$ cat config.mk
export PLATFORM = sky130hd
export DESIGN_NAME = alu_arbiter
export DESIGN_NICKNAME = d
export VERILOG_FILES = /design/src/rtl/alu_arbiter.sv
export SDC_FILE = /design/constraint.sdc
export NUM_CORES = 1
export LEC_CHECK = 0
export BUFFER_PORTS_ARGS = -buffer_cell sky130_fd_sc_hd__buf_4
export CORE_MARGIN = 5
export CORE_UTILIZATION = 40
export DETAILED_ROUTE_END_ITERATION = 8
export GPL_TIMING_DRIVEN = 0
export PLACE_DENSITY = 0.73
export SLEW_MARGIN = 20
export SYNTH_ARGS = -nofsm -noshare
export SYNTH_HDL_FRONTEND = slang
export SYNTH_SLANG_ARGS = --single-unit
$ cat constraint.sdc
create_clock -name clk -period 1.8 [get_ports clk]
set_input_delay 0.18 -clock clk [delete_from_list [all_inputs] [get_ports clk]]
set_output_delay 0.18 -clock clk [all_outputs]
set_load 0.05 [all_outputs]
$ cat src/rtl/alu_arbiter.sv
// alu_arbiter: round-robin sharing of one combinational ALU between a CPU port and a DMA port
module alu_arbiter #(
  parameter int DATA_W  = 16,
  parameter int FLAG_W  = 6,
  parameter int INV_BIT = 5
) (
  input  logic              clk,
  input  logic              rst_n,
  input  logic              req0,
  input  logic              req1,
  input  logic [DATA_W-1:0] a0,
  input  logic [DATA_W-1:0] b0,
  input  logic [DATA_W-1:0] op0,
  input  logic [DATA_W-1:0] a1,
  input  logic [DATA_W-1:0] b1,
  input  logic [DATA_W-1:0] op1,
  output logic              gnt0,
  output logic              gnt1,
  output logic              done0,
  output logic              done1,
  output logic              err0,
  output logic              err1,
  output logic [DATA_W-1:0] res_c,
  output logic [FLAG_W-1:0] psr0,
  output logic [FLAG_W-1:0] psr1,
  output logic [DATA_W-1:0] alu_a,
  output logic [DATA_W-1:0] alu_b,
  output logic [DATA_W-1:0] alu_op,
  input  logic [DATA_W-1:0] alu_c,
  input  logic [FLAG_W-1:0] alu_flags
);
  typedef enum logic [1:0] {IDLE, EXEC, DONE} state_t;
  state_t            state_q, state_d;
  logic              owner_q, owner_d, last_q, last_d, err_q, err_d;
  logic [DATA_W-1:0] a_q, a_d, b_q, b_d, op_q, op_d, res_q, res_d;
  logic [FLAG_W-1:0] psr0_q, psr0_d, psr1_q, psr1_d;
  logic              any_req, win;
  assign any_req = req0 | req1;
  assign win     = (req0 & req1) ? ~last_q : req1;
  // next state: capture the ALU result in EXEC, otherwise arbitrate and latch the winner's operands
  always_comb begin
    state_d = state_q;
    owner_d = owner_q;
    last_d  = last_q;
    err_d   = err_q;
    a_d     = a_q;
    b_d     = b_q;
    op_d    = op_q;
    res_d   = res_q;
    psr0_d  = psr0_q;
    psr1_d  = psr1_q;
    if (state_q == EXEC) begin
      state_d = DONE;
      res_d   = alu_c;
      err_d   = alu_flags[INV_BIT];
      psr0_d  = owner_q ? psr0_q : alu_flags;
      psr1_d  = owner_q ? alu_flags : psr1_q;
    end else if (any_req) begin
      state_d = EXEC;
      owner_d = win;
      last_d  = win;
      a_d     = win ? a1 : a0;
      b_d     = win ? b1 : b0;
      op_d    = win ? op1 : op0;
    end else begin
      state_d = IDLE;
    end
  end
  // state and datapath registers; last grant resets to port 1 so port 0 wins the first tie
  always_ff @(posedge clk or negedge rst_n) begin
    if (!rst_n) begin
      state_q <= IDLE;
      owner_q <= 1'b0;
      last_q  <= 1'b1;
      err_q   <= 1'b0;
      a_q     <= '0;
      b_q     <= '0;
      op_q    <= '0;
      res_q   <= '0;
      psr0_q  <= '0;
      psr1_q  <= '0;
    end else begin
      state_q <= state_d;
      owner_q <= owner_d;
      last_q  <= last_d;
      err_q   <= err_d;
      a_q     <= a_d;
      b_q     <= b_d;
      op_q    <= op_d;
      res_q   <= res_d;
      psr0_q  <= psr0_d;
      psr1_q  <= psr1_d;
    end
  end
  assign gnt0   = (state_q == EXEC) & ~owner_q;
  assign gnt1   = (state_q == EXEC) & owner_q;
  assign done0  = (state_q == DONE) & ~owner_q;
  assign done1  = (state_q == DONE) & owner_q;
  assign err0   = done0 & err_q;
  assign err1   = done1 & err_q;
  assign res_c  = res_q;
  assign psr0   = psr0_q;
  assign psr1   = psr1_q;
  assign alu_a  = a_q;
  assign alu_b  = b_q;
  assign alu_op = op_q;
endmodule

======== Word-level counts from Yosys, hierarchy flattened ========
Index checks and enable logic that the tools add are counted.
operators by class
  add/sub/neg operators ................... 0
  multiply operators ...................... 0
  divide/modulo/power cells ............... 0
  magnitude comparators ................... 0
  equality and inequality tests ........... 2
  shift-type cells ........................ 0
  multiplexer cells ....................... 6
  bitwise logic cells ..................... 11
  reduce and logical (&&, ||, !) cells .... 3
operator list
  cell                                                              number
  16-bit 2-to-1 mux                                                 3
  1-bit AND                                                         7
  2-bit AND reduction                                               3
  1-bit NOT                                                         3
  2-bit by 1-bit == test with 1-bit output (second input constant)  1
  2-bit == test (second input constant)                             1
  1-bit 2-to-1 mux                                                  2
  2-bit 2-to-1 mux                                                  1
  1-bit bitwise OR                                                  1
word-level totals
  flip-flop bits (word level) ............. 81
  bits in latches ......................... 0
  RAM bits ................................ 0
  memory bits (read-only) ................. 0
  input port bits ......................... 122
  output and inout bits ................... 82
  memories ................................ 0

======== Depth between registers and ports, before layout ========
Gate-level depths: netlist of run 1.
  word-level depth ........................ 3
  gate-level depth with buffers ........... 7
  gate-level depth less buffers ........... 4

======== Least setup slack after synthesis of run 1 ========
Ideal clock, no wire load.
  path type ............................... flip-flop to output port
  start point ............................. register owner_q
  end point ............................... output err0
  data arrival time ....................... 2.187 ns
  required time ........................... 1.620 ns
  setup slack ............................. -0.567 ns
  stages on the path, launching flop included .. 3
  cells stage by stage .................... dfrtp_1 -> nor3b_1 -> and2_1
between the ends
  longest elaborated chain between the ends .. 3
ends and longest elaborated chain
  item                      RTL line  RTL
  start: declaration        34        logic owner_q, owner_d, last_q, last_d, err_q, err_d;
  start signal: assignment  84        owner_q <= owner_d;
  1-bit NOT                 97        assign done0 = (state_q == DONE) & ~owner_q;
  1-bit AND                 97
  named net done0           19        output logic done0,
  1-bit AND                 99        assign err0 = done0 & err_q;
  end: declaration          21        output logic err0,
The timed path passes the listed nets, and every way through them passes these cells.

======== Worst setup path in the final report of run 1 ========
  start point ............................. register last_q
  end point ............................... register b_q[0] (netlist: alu_b[0])
between the ends
  longest elaborated chain between the ends .. 3
ends and longest elaborated chain
  item                      RTL line  RTL
  start: declaration        34
  start signal: assignment  85        last_q <= last_d;
  1-bit NOT                 39        assign win = (req0 & req1) ? ~last_q : req1;
  1-bit 2-to-1 mux          39
  16-bit 2-to-1 mux         63        b_d = win ? b1 : b0;
  end signal: assignment    77        b_q <= '0;
  end signal: assignment    88        b_q <= b_d;
  end: declaration          35        logic [DATA_W-1:0] a_q, a_d, b_q, b_d, op_q, op_d, res_q, res_d;
No other way between the ends.
A chain may end at the register's enable or synchronous reset.

==> summary.md, run 1 <==
| Metric | Value |
|---|---|
| Final net count | 615 |
| Register area share after synthesis | 53.6% |
| VDD IR max | 1.03 mV |
| Pre-CTS WS | -11.1 ps |
| CTS max path bufs | 2 |
| Slew headroom | 50.4% |
| Critical Path Source Type | flip-flop |
| RSZ-0062 raised after global routing | false |
| Setup WS post-layout | 66.3 ps |
| Die X | 107 µm |
| Status | finished clean |
| Full die area | 11500 µm² |
| Placement row count | 35 |
| DRT Pass-1 Iters | 4 |
| Synth Instances | 269 |
| Routed vias | 2872 |
| Core box area | 9240 µm² |
| Num CTS Buffers | 9 |
| Final Critical Period | 1730 ps |
| Worst path arrival time | 1960 ps |
| Top layer in use | met4 |
| Starting Density | 40.9% |
| GRT Util Overall | 17.2% |
| Commonest cells after routing, fill and taps aside | buf_4, dfrtp_1, mux2_2 |
| WP data required | 2030 ps |
| Worst Hold Class | input port to flip-flop |
| DR DRC count | 0 |
| Number of H-tree levels | 3 |
| Tot Pwr | 0.0118 W |
| Iter 0 DRT Violations | 60 |
| Most common cell after layout, fill and taps aside | buf_4 |
| Crit path largest cell delay | 550 ps |
| # diodes | 0 |
| Mean Syn Cell Area | 14.1 µm² |
| CTS root buf | clkbuf_8 |
| WL per Instance | 15.8 µm |
| Leak | 2.95 nW |
| Fin. max-slew vios | 0 |
| Grt ovf | 0 |
| CP Capture Type | flip-flop |
| Wl on met1 | 3740 µm |
| CP cell instances | a21bo_2, buf_8, buf_8, mux2_4, mux2_4 |
| Pwr dens | 2030 nW/µm² |
| WS Path Type | flip-flop to flip-flop |
| Synthesized cell area | 3780 µm² |
| Post-route ant nets | 0 |
| Vias in the first global route | 3149 |
| Cells after DPL | 601 |
| Fin. Hold Viols | 0 |
| Metal2 WL | 5350 µm |
| Die height | 107 µm |
| Final std cells w/o fill | 627 |
| Share of layout cells above drive strength 1 | 71.1% |
| Clock Sinks | 81 |
| Clk_skew | 14.4 ps |
| Routed wl met3 | 647 µm |
| TritonCTS clock tree | yes |
| Crit path max fanout | 10 |
| Fin crit share | 96.3% |
| Via/cell ratio | 4.58 |
| Post-DP HPWL | 7710 µm |
| MaxCap Viol Count | 0 |
| First-pass GRT wire length | 15500 µm |
| Yosys warning count | 0 |
| I/O pin cnt | 204 |
| Fmax | 577 MHz |
| DRT Wirelength | 9890 µm |
| Biggest area consumer among synthesized cells | dfrtp_1 |
| Worst-Margin Slew | 745 ps |
| Final setup fails | 0 |
| Largest net degree at the start of global routing | 82 |
| IO buf count | 203 |
| FF+latch count, synth | 81 |
| Worst path slowest cell | dfstp_2 |
| Clock transition at path regs | 90 ps |
| Initial antenna violation count | 0 |
| Layout Area Growth over Synthesis | 54.2% |
| Skew-Pair Late Insertion Delay | 340 ps |
| Post-synth cell types | 19 |
| Syn_nets | 391 |
| Largest cells by area after synthesis | dfrtp_1, mux2_2, mux2_4 |
| Post-layout util | 63.1% |
| Yosys top cell area share | 52.9% |
| GPL Wtd Cong | 0.758 |
[path summary, 6_finish.rpt]
kind,from,to,slack [ps],depth (start not counted)
setup / recovery,last_q,alu_b[0],70,5
min in group asynchronous,rst_n,alu_a[12],420,2
hold reg to reg,res_c[14],res_c[14],480,2
setup reg to reg,last_q,alu_b[0],70,5
max in group asynchronous,rst_n,alu_b[15],830,2
hold / removal,alu_c[8],res_c[8],20,3
[Yosys cell counts]
master	n
inv_2	1
and3b_1	1
mux2_4	40
nor3b_1	1
clkbuf_1	1
buf_6	3
a21bo_2	1
and2_1	2
dfrtp_1	80
nand2_1	52
buf_2	8
mux2_2	70
nor2_2	2
nor2_1	1
inv_1	1
buf_4	2
nand2b_1	1
a21boi_0	1
dfstp_2	1
[critical path: cells and delay by family (launching register included)]
kind / cells / cell delay [ps]
mux: 2 / 570
flops: 1 / 550
buf+inv: 2 / 320
compound gates: 1 / 170
[what timing repair did]
item | 4_1_cts | 5_1_grt
resized for setup | 12 | 11
setup buffers | 0 | 3
hold buffers | 6 | 1
setup endpoints to repair | 26 | 49
endpoints found under the hold margin | 6 | 80
pin swaps | 0 | 0
[where the power goes]
part / leakage (nW) / internal [W] / total [W] / switching [W]
Combinational: 1.92 / 0.00267 / 0.00734 / 0.00466
Clock: 0.0822 / 0.000510 / 0.00120 / 0.000689
Sequential: 0.952 / 0.00275 / 0.00328 / 0.000533
Total: 2.95 / 0.00593 / 0.0118 / 0.00589
[logic make-up (layout without fill, tap and decap cells)]
kind of cell	Yosys count	count (layout)	share of synthesized area [%]
mux	110	110	36.7
flops	81	81	53.6
simple gates	60	60	6.52
buf+inv	16	245	2.65
compound gates	2	2	0.463
[through the flow]
step | hold slack (ps) | TNS [ps] | cell area [µm²]
global placement | 370 | 0 | 5480
detailed placement | 374 | -56.3 | 5480
finish | 23.5 | 0 | 5830
floorplan | -116 | 0 | 3790
global route | 18.0 | 0 | 5830
CTS | 0.186 | -68.9 | 5760
[final cells by class]
cell class / instances / area, µm²
fillers: 740 / 3410
clock inverters: 7 / 53.8
clock buffers: 9 / 124
plain buffers: 14 / 133
flip-flops and latches: 81 / 2030
well taps: 129 / 161
multi-input cells: 172 / 1690
repair buffers: 213 / 1630
inverters: 2 / 12.5
[registers in the layout (all words and copies together), names as in the netlist]
signal,cells
alu_a,16
alu_b,16
alu_op,16
res_c,16
psr0,6
psr1,6
state_q,2
err_q,1
last_q,1
owner_q,1
[routing by layer]
layer | track usage, % | vias to the layer above
li1 | - | 1370
met2 | 30.9 | 99
met4 | 6.58 | 0
met1 | 19.9 | 1391
met3 | 3.85 | 12
met5 | 0 | -
Power figures use the tool's default switching activity.
==> run 2, diff against run 1 <==
--- a/config.mk
+++ b/config.mk
@@ -6,11 +6,13 @@
 export NUM_CORES = 1
 export LEC_CHECK = 0
 export BUFFER_PORTS_ARGS = -buffer_cell sky130_fd_sc_hd__buf_4
+export CELL_PAD_IN_SITES_DETAIL_PLACEMENT = 1
+export CELL_PAD_IN_SITES_GLOBAL_PLACEMENT = 2
 export CORE_MARGIN = 5
-export CORE_UTILIZATION = 40
+export CORE_UTILIZATION = 27
 export DETAILED_ROUTE_END_ITERATION = 8
 export GPL_TIMING_DRIVEN = 0
-export PLACE_DENSITY = 0.73
+export PLACE_DENSITY_LB_ADDON = 0.1
 export SLEW_MARGIN = 20
 export SYNTH_ARGS = -nofsm -noshare
 export SYNTH_HDL_FRONTEND = slang
==> run 2 against run 1 <==
Net effect:
- clock power is 73% higher
- global-route usage fell by 4.0 points
- wire length increased by 9.0%
- clock skew is 6.0 ps lower
- worst setup slack better by 2.1 ps
- sequential share of layout area is 0.81 points lower
- largest power group unchanged
==> summary.md, run 2 (synthesis results as in run 1) <==
| Metric | Value |
|---|---|
| I/O pin cnt | 204 |
| Area occupied by multi-input gates | 1690 µm² |
| Vias in the first global route | 3266 |
| Worst hold slack | 25.1 ps |
| Via/cell ratio | 4.25 |
| # diodes | 0 |
| Number of fill cells | 1464 |
| Post-route ant nets | 0 |
| Clock Sinks | 81 |
| RR Endpoint | alu_op[5] |
| Pre-CTS WS | -109 ps |
| Skew-Pair Late Insertion Delay | 340 ps |
| Reg2Reg Setup Slack | 70 ps |
| Post-DP HPWL | 8380 µm |
| Worst Hold Class | input port to flip-flop |
| Final setup fails | 0 |
| Grt peak-use layer | met2 |
| Worst-Margin Slew | 782 ps |
| First-pass GRT wire length | 17000 µm |
| Clock transition at path regs | 70 ps |
| Commonest cells after routing, fill and taps aside | buf_4, dfrtp_1, mux2_2 |
| Sequential Area | 2030 µm² |
| GPL Wtd Cong | 0.689 |
| Post-layout util | 43.2% |
| Grt met1 use | 14.8% |
| GRT Util Overall | 13.3% |
| Status | finished clean |
| Cells after DPL | 652 |
| DR DRC count | 0 |
| Final Critical Period | 1730 ps |
| Worst path slowest cell | dfstp_2 |
| Die height | 128 µm |
| Met3 Use GR | 5.11% |
| Leak | 3.00 nW |
| Initial antenna violation count | 0 |
| CP cell instances | a21bo_2, buf_8, buf_8, mux2_4, mux2_4 |
| Clk_skew | 8.42 ps |
| Fin. Hold Viols | 0 |
| CP Depth | 5 |
| IO buf count | 203 |
| Crit path largest cell delay | 540 ps |
| Setup TNS | 0 ps |
| Share of layout cells above drive strength 1 | 71.2% |
| Critical Path Source Type | flip-flop |
| Fmax | 578 MHz |
| Delay-heaviest family, CP | multiplexers |
| Layout Area Growth over Synthesis | 57.8% |
| CTS root buf | clkbuf_16 |
| Final net count | 607 |
| MaxCap Viol Count | 0 |
| Placement row count | 43 |
| Crit path max fanout | 10 |
| Core box area | 13800 µm² |
| Final std cells w/o fill | 670 |
| Full die area | 16500 µm² |
| Grt ovf | 0 |
| Num CTS Buffers | 9 |
| Number of H-tree levels | 3 |
| Routed vias | 2850 |
| CTS max path bufs | 2 |
| DRT Wirelength | 10800 µm |
| Setup WS post-layout | 68.4 ps |
| Pwr dens | 2120 nW/µm² |
| Worst path arrival time | 1950 ps |
| Met2 GRT Util | 22.9% |
| Largest net degree at the start of global routing | 82 |
| Iter 0 DRT Violations | 59 |
| DRT Pass-1 Iters | 4 |
| Critical Path Start | last_q |
| Worst r2r path cells | 5 |
| Fin crit share | 96.2% |
| Die X | 128 µm |
| CP Capture Type | flip-flop |
| Most common cell after layout, fill and taps aside | buf_4 |
| CP Capture Point | alu_op[5] |
| WL per Instance | 16.1 µm |
| WP data required | 2020 ps |
| TritonCTS clock tree | yes |
| RSZ-0062 raised after global routing | false |
| Slew headroom | 47.8% |
| WS Path Type | flip-flop to flip-flop |
| VDD IR max | 0.705 mV |
| R2r startpoint | last_q |
| Starting Density | 27.3% |
| Fin. max-slew vios | 0 |
| Worst Path Buf+Inv | 2 |
==> run 2: cell types whose count changed in the layout (fill, tap and decap cells not counted), sizes merged <==
cell / delta
clkinvlp: -3
dlygate4sd3: -6
clkbuf: +2
buf: -2
bufinv: +3
inv: -2
==> run 2: worst reg2reg max path, cell delays in order, from the launching register on <==
cell and delay [ps]:
dfstp_2 540, a21bo_2 170, buf_8 160, buf_8 180, mux2_4 320, mux2_4 250
==> run 2: how the worst min path moves through the flow <==
| stage | end | depth (start not counted) | start | slack (ps) |
|---|---|---|---|---|
| 2_1_floorplan | alu_a[0] | 0 | rst_n | -120 |
| 3_3_place_gp | res_c[0] | 3 | alu_c[0] | 370 |
| 3_5_place_dp | res_c[9] | 3 | alu_c[9] | 380 |
| 4_1_cts | res_c[9] | 3 | alu_c[9] | 10 |
| 5_1_grt | res_c[5] | 3 | alu_c[5] | 20 |
| 6_report | res_c[10] | 3 | alu_c[10] | 30 |
==> run 2: per-stage QoR <==
stage	power, W	instance area, µm²
after global routing	0.0133	5970
after CTS	0.0129	5920
final	0.0127	5970
after global placement	0.0105	5540
after floorplan	0.00826	3790
after detailed placement	0.0106	5540
==> run 2: metal layers <==
layer / vias up / share of wire, %
li1: 1354 / -
met1: 1382 / 38
met3: 12 / 8.8
met2: 102 / 52
met4: 0 / 1.6
met5: - / 0
==> run 2: area by class of cell <==
cell class	count	area share (%)
inverters	2	0.168
well taps	180	3.77
clock inverters	5	1.74
plain buffers	14	2.08
flip-flops and latches	81	34.0
repair buffers	205	26.0
clock buffers	11	3.90
multi-input cells	172	28.3
==> run 2: power by group <==
group	leakage (nW)	internal [W]	switching [W]
clock	0.164	0.00136	0.000724
combinational	1.88	0.00263	0.00467
sequential	0.954	0.00275	0.000526
total	3.00	0.00674	0.00592
==> run 2: timing repair <==
item	CTS	global route
setup buffers	0	1
gates resized for setup	13	6
hold buffers	0	1
setup endpoints to repair	51	50
endpoints found under the hold margin	0	67
